--- src/rtl/usb_tx_pkt_pkg.sv ---
// Shared USB definitions: PID codes, PID group mask, CRC16 constants and
// transmitter FSM state codes.
package usb_tx_pkt_pkg;

   // Token PIDs
   localparam logic [3:0] PID_OUT   = 4'h1;
   localparam logic [3:0] PID_IN    = 4'h9;
   localparam logic [3:0] PID_SOF   = 4'h5;
   localparam logic [3:0] PID_SETUP = 4'hD;
   // Data PIDs
   localparam logic [3:0] PID_DATA0 = 4'h3;
   localparam logic [3:0] PID_DATA1 = 4'hB;
   localparam logic [3:0] PID_DATA2 = 4'h7;
   localparam logic [3:0] PID_MDATA = 4'hF;
   // Handshake PIDs
   localparam logic [3:0] PID_ACK   = 4'h2;
   localparam logic [3:0] PID_NAK   = 4'hA;
   localparam logic [3:0] PID_STALL = 4'hE;
   localparam logic [3:0] PID_NYET  = 4'h6;

   // pid[1:0] identifies the PID group; 2'b11 is the data group
   localparam logic [1:0] PID_GRP_DATA = 2'b11;

   // CRC16, reflected form (x^16+x^15+x^2+1), LSB-first
   localparam logic [15:0] CRC16_POLY     = 16'hA001;
   localparam logic [15:0] CRC16_INIT     = 16'hFFFF;
   localparam logic [15:0] CRC16_RESIDUAL = 16'hB001;

   // Transmitter FSM state codes
   localparam logic [2:0] ST_IDLE   = 3'd0;
   localparam logic [2:0] ST_PID    = 3'd1;
   localparam logic [2:0] ST_DATA   = 3'd2;
   localparam logic [2:0] ST_CRC_LO = 3'd3;
   localparam logic [2:0] ST_CRC_HI = 3'd4;
   localparam logic [2:0] ST_EOP    = 3'd5;

   function automatic logic pid_is_data(input logic [3:0] pid);
      return pid[1:0] == PID_GRP_DATA;
   endfunction

endpackage

--- src/rtl/usb_crc16_byte.sv ---
// Combinational 8-bit-parallel USB CRC16 update; shared by TX generation
// and RX checking.
module usb_crc16_byte
   import usb_tx_pkt_pkg::*;
(
   input  logic [15:0] crc_in,
   input  logic [7:0]  data,
   output logic [15:0] crc_out
);

   logic [15:0] c;

   // Eight LSB-first shift steps of the reflected polynomial, unrolled
   always_comb begin
      c = crc_in ^ {8'h00, data};
      for (int unsigned i = 0; i < 8; i++) begin
         if (c[0]) c = (c >> 1) ^ CRC16_POLY;
         else      c = c >> 1;
      end
      crc_out = c;
   end

endmodule

--- src/rtl/usb_tx_pkt.sv ---
// USB device packet transmitter: PID byte, payload from the endpoint buffer,
// complemented CRC16, handed byte-wise to the serializer over valid/ack.
module usb_tx_pkt
   import usb_tx_pkt_pkg::*;
#(
   parameter int LEN_W     = 10,
   parameter int PID_CHECK = 1
) (
   input  logic             clk,
   input  logic             rst_n,
   input  logic             pkt_start,
   output logic             pkt_done,
   input  logic [3:0]       pkt_pid,
   input  logic [LEN_W-1:0] pkt_len,
   input  logic [7:0]       pkt_data,
   output logic             pkt_data_ack,
   output logic [7:0]       ll_data,
   output logic             ll_valid,
   output logic             ll_last,
   input  logic             ll_ack,
   input  logic             ll_eop_done
);

   logic [2:0]       state;
   logic [3:0]       pid_q;
   logic [LEN_W-1:0] remaining;
   logic [15:0]      crc;
   logic [15:0]      crc_next;
   logic             pid_only;
   logic             take;

   assign pid_only = (PID_CHECK != 0) && !pid_is_data(pid_q);
   // Valid depends on state only, so reset removes it immediately
   assign ll_valid = (state == ST_PID) || (state == ST_DATA) ||
                     (state == ST_CRC_LO) || (state == ST_CRC_HI);
   assign take     = ll_valid && ll_ack;

   usb_crc16_byte u_crc (
      .crc_in  (crc),
      .data    (pkt_data),
      .crc_out (crc_next)
   );

   // Packet sequencing, length countdown, CRC accumulation, done pulse
   always_ff @(posedge clk or negedge rst_n) begin
      if (!rst_n) begin
         state     <= ST_IDLE;
         pid_q     <= '0;
         remaining <= '0;
         crc       <= CRC16_INIT;
         pkt_done  <= 1'b0;
      end else begin
         pkt_done <= 1'b0;
         case (state)
            ST_IDLE: begin
               if (pkt_start) begin
                  pid_q     <= pkt_pid;
                  remaining <= pkt_len;
                  crc       <= CRC16_INIT;
                  state     <= ST_PID;
               end
            end
            ST_PID: begin
               if (take) begin
                  if (pid_only)               state <= ST_EOP;
                  else if (remaining != '0)   state <= ST_DATA;
                  else                        state <= ST_CRC_LO;
               end
            end
            ST_DATA: begin
               if (take) begin
                  crc       <= crc_next;
                  remaining <= remaining - LEN_W'(1);
                  if (remaining == LEN_W'(1)) state <= ST_CRC_LO;
               end
            end
            ST_CRC_LO: begin
               if (take) state <= ST_CRC_HI;
            end
            ST_CRC_HI: begin
               if (take) state <= ST_EOP;
            end
            ST_EOP: begin
               if (ll_eop_done) begin
                  pkt_done <= 1'b1;
                  state    <= ST_IDLE;
               end
            end
            default: state <= ST_IDLE;
         endcase
      end
   end

   // Output byte mux, last-byte flag and buffer-read acknowledge
   always_comb begin
      ll_data      = 8'h00;
      ll_last      = 1'b0;
      pkt_data_ack = 1'b0;
      case (state)
         ST_PID: begin
            ll_data = {~pid_q, pid_q};
            ll_last = pid_only;
         end
         ST_DATA: begin
            ll_data      = pkt_data;
            pkt_data_ack = ll_ack;
         end
         ST_CRC_LO: ll_data = ~crc[7:0];
         ST_CRC_HI: begin
            ll_data = ~crc[15:8];
            ll_last = 1'b1;
         end
         default: ;
      endcase
   end

endmodule

--- config.mk ---
export PLATFORM = sky130hd
export DESIGN_NAME = usb_tx_pkt
export DESIGN_NICKNAME = d
export VERILOG_FILES = /design/src/rtl/usb_tx_pkt_pkg.sv /design/src/rtl/usb_crc16_byte.sv /design/src/rtl/usb_tx_pkt.sv
export SDC_FILE = /design/constraint.sdc
export NUM_CORES = 1
export LEC_CHECK = 0
export ABC_AREA = 1
export BUFFER_PORTS_ARGS = -buffer_cell sky130_fd_sc_hd__buf_4
export CORE_MARGIN = 3
export CORE_UTILIZATION = 56
export CTS_CLUSTER_DIAMETER = 60
export DETAILED_ROUTE_END_ITERATION = 16
export GPL_TIMING_DRIVEN = 1
export PLACE_DENSITY = 0.86
export SLEW_MARGIN = 20
export SYNTH_ARGS = -nofsm -noshare
export SYNTH_HDL_FRONTEND = slang
export SYNTH_SLANG_ARGS = --single-unit
--- constraint.sdc ---
create_clock -name clk -period 2.3 [get_ports clk]
set_clock_uncertainty 0.15 [all_clocks]
set_input_delay 0.115 -clock clk [delete_from_list [all_inputs] [get_ports clk]]
set_output_delay 0.115 -clock clk [all_outputs]
set_load 0.05 [all_outputs]
==> results.py <==
metrics = {
    "timing": {
        "drv_slew": 0,
        "rsz0062_at_grt": "false",
        "layout_min_cycle_time_ps": 2190,
        "max_slew.worst_pin.slew_ps": 438,
        "fmax_mhz": 457,
        "setup_violations": 0,
        "fin_setup_tns_ps": 0,
        "slew_headroom": 0.708,
        "finalHoldViolCount": 0,
        "fin_crit_sh": 0.951,
    },
    "synth": {
        "ys_ff_latch": 34,
        "synthArstFlopShare": 1.00,
        "synth_edf_count": 0,
        "postSynthCellCount": 315,
        "synth_nets": 345,
        "synth_common_cells": "nand2_1, inv_1, dfrtp_1, nor2_1, o21ai_0",
        "yosysTopAreaCellShare": 0.197,
        "ys_seq_area_frac": 0.382,
        "synth_top_cell_by_area": "dfrtp_1",
        "yosysWarnings": 0,
        "yosysMostFrequentCell": "nand2_1",
        "avgSynthCellArea_sq_um": 7.25,
        "syn_area_sq_um": 2280,
        "ys_types": 34,
        "synth_ff_type": "dfrtp_1",
        "synth_top_cells_by_area": "dfrtp_1, dfstp_2, nand2_1, inv_1, o21ai_0",
    },
    "clock_network": {
        "cts-htree-levels": 2,
        "cts_tree": "yes",
        "clock-root-buffer": "clkbuf_8",
        "cts.sinks": 34,
        "cts_resized": 0,
        "clockBufferDepth": 2,
        "clk_latency_ps": 290,
        "cts-buffers-inserted": 5,
        "clk_pin_slew_worst_paths_ps": 70,
    },
    "layout": {
        "num-fill-cells": 274,
        "fin_nets": 403,
        "final_area_sq_um": 2880,
        "area_growth_pct": 26.2,
        "layout-drive-gt1-share": 0.214,
        "post-route-util": 0.758,
        "antenna_cells": 0,
    },
    "grt": {
        "grt_pass1_wl_microns": 10500,
        "overflow": 0,
        "grt_max_degree": 35,
        "first_global_vias": 2294,
        "antenna_found_initial": 0,
        "track_usage": 0.271,
    },
    "floorplanning": {
        "coreArea_sq_um": 3800,
        "pin_count": 39,
        "dieArea_sq_um": 4880,
        "die_w_microns": 69.8,
        "rows": 22,
        "initial_core_util": 0.601,
        "die_height_microns": 69.8,
    },
    "place": {
        "place_area_sq_um": 2630,
        "dp_hpwl_microns": 4500,
        "portBuffers": 38,
        "place.gp.congestion": 0.890,
    },
    "power_and_ir_drop": {
        "leakagePower_nw": 1.47,
        "comb_power_share": 0.562,
        "power_frac_seq": 0.292,
        "p_sw_mw": 1.79,
        "power_density_nw_per_um2": 1260,
        "switching_share": 0.493,
        "clockPowerShare": 0.146,
        "peakVddDrop_mv": 0.750,
        "p_int_mw": 1.84,
    },
    "flow_run": {
        "drv_cap": 0,
    },
    "worst_setup_path": {
        "slowest_delay_ps": 470,
        "crit_path_max_fanout": 7,
        "worst-path-buf-inv": 3,
        "crit_required_ps": 2040,
        "crit_type": "flip-flop to primary output",
        "cp_slowest_cell": "dfrtp_1",
        "cp_cell_sequence": "inv_1 -> nor2_1 -> nand2_1 -> inv_2 -> a221o_1 -> buf_4",
        "cp-end-kind": "primary output",
        "cp-start-kind": "flip-flop",
        "cp.arrival_ps": 1920,
        "cpLargestDelayFamily": "flip-flops",
    },
    "drt": {
        "viasPerCell": 5.68,
        "vias": 2397,
        "wl_per_cell_microns": 15.3,
        "wl_microns": 6440,
        "drt_iter0_drc": 204,
        "drc": 0,
        "ant_nets": 0,
        "first_pass_iters": 5,
    },
    "run_status": {
        "outcome": "completed",
    },
    "min_path": {
        "min_path_type": "primary input to flip-flop",
    },
}
sequential cells by signal, summed over array words and instances (netlist names):
signal	count
pkt_done	1
state	3
pid_q	4
crc	16
remaining	10
layer usage:
layer | GRT usage | part of all wire | vias up
met5 | 0 | 0 | -
met4 | 0.117 | 0.024 | 0
met3 | 0.0478 | 0.070 | 18
met2 | 0.435 | 0.47 | 95
met1 | 0.357 | 0.43 | 1141
li1 | - | - | 1143
cell usage in the layout (no fill, tap or decap), types with 2 or more instances in the layout:
master / instances
a221o_1: 4
o2111ai_1: 2
nor3_1: 3
a22oi_1: 4
xor2_1: 6
ha_1: 3
buf_4: 44
a21oi_1: 13
dlygate4sd3_1: 14
dfstp_2: 16
o211ai_1: 6
dfrtp_1: 18
o22ai_1: 12
inv_2: 4
xnor2_1: 5
clkbuf_8: 8
nand3_1: 14
nor2_1: 18
o21ai_0: 18
mux2_2: 3
nand4_1: 3
inv_1: 50
nand2_1: 95
layout make-up:
class / instances / area [sq um] / share of cell area
Multi-Input combinational cell: 220 / 1160 / 0.405
Sequential cell: 34 / 871 / 0.302
Inverter: 54 / 203 / 0.0704
Timing Repair Buffer: 58 / 470 / 0.163
Tap cell: 48 / 60.1 / 0.0209
Clock buffer: 8 / 110 / 0.0382
worst paths after layout:
kind | depth (start not counted) | start | slack (ps) | end
hold reg to reg | 2 | remaining[7]$_DFFE_PN0P_ | 340 | remaining[7]$_DFFE_PN0P_
hold / removal | 4 | pkt_len[3] | 20 | remaining[3]$_DFFE_PN0P_
setup / recovery | 6 | state[0]$_DFFE_PN0P_ | 110 | ll_data[1]
min in group asynchronous | 2 | rst_n | 160 | remaining[0]$_DFFE_PN0P_
max in group asynchronous | 2 | rst_n | 1500 | crc[10]$_DFFE_PN1P_
setup reg to reg | 7 | state[2]$_DFFE_PN0P_ | 350 | remaining[2]$_DFFE_PN0P_
per-stage QoR:
step	hold WS [ps]	total power [mW]	setup WS, ps	cells
after detailed placement	-62.4	3.03	394	400
after global routing	29.3	3.86	21.5	422
after global placement	-59.9	2.98	443	400
after CTS	19.7	3.59	137	422
final	23.3	3.63	113	422
after floorplan	-331	2.48	199	315
repair_timing:
action | 4_1_cts | 5_1_grt
hold buffers | 14 | 0
endpoints found under the hold margin | 47 | 0
setup buffers | 0 | 0
kinds of logic after synthesis:
| logic type | Yosys count | share of synthesized area |
|---|---|---|
| buf+inv | 61 | 0.108 |
| mux | 3 | 0.0148 |
| simple gates | 137 | 0.251 |
| flops | 34 | 0.382 |
| fa+ha+maj | 3 | 0.0164 |
| xor+xnor | 11 | 0.0422 |
| compound gates | 66 | 0.186 |
power by group through the flow:
| stage | registers, mW | clock network (mW) | logic, mW |
|---|---|---|---|
| finish | 1.06 | 0.530 | 2.04 |
| global route | 1.09 | 0.554 | 2.22 |
| CTS | 1.05 | 0.529 | 2.01 |
| detailed placement | 1.05 | 0 | 1.97 |
| global placement | 1.05 | 0 | 1.93 |
| floorplan | 0.990 | 0 | 1.49 |
worst min-delay path, stage by stage:
cell      delay [ps]
buf_4             70
or2_2             90
o211ai_1          80
o21ai_0           70
Note: power is estimated with default switching activity, not from simulation.
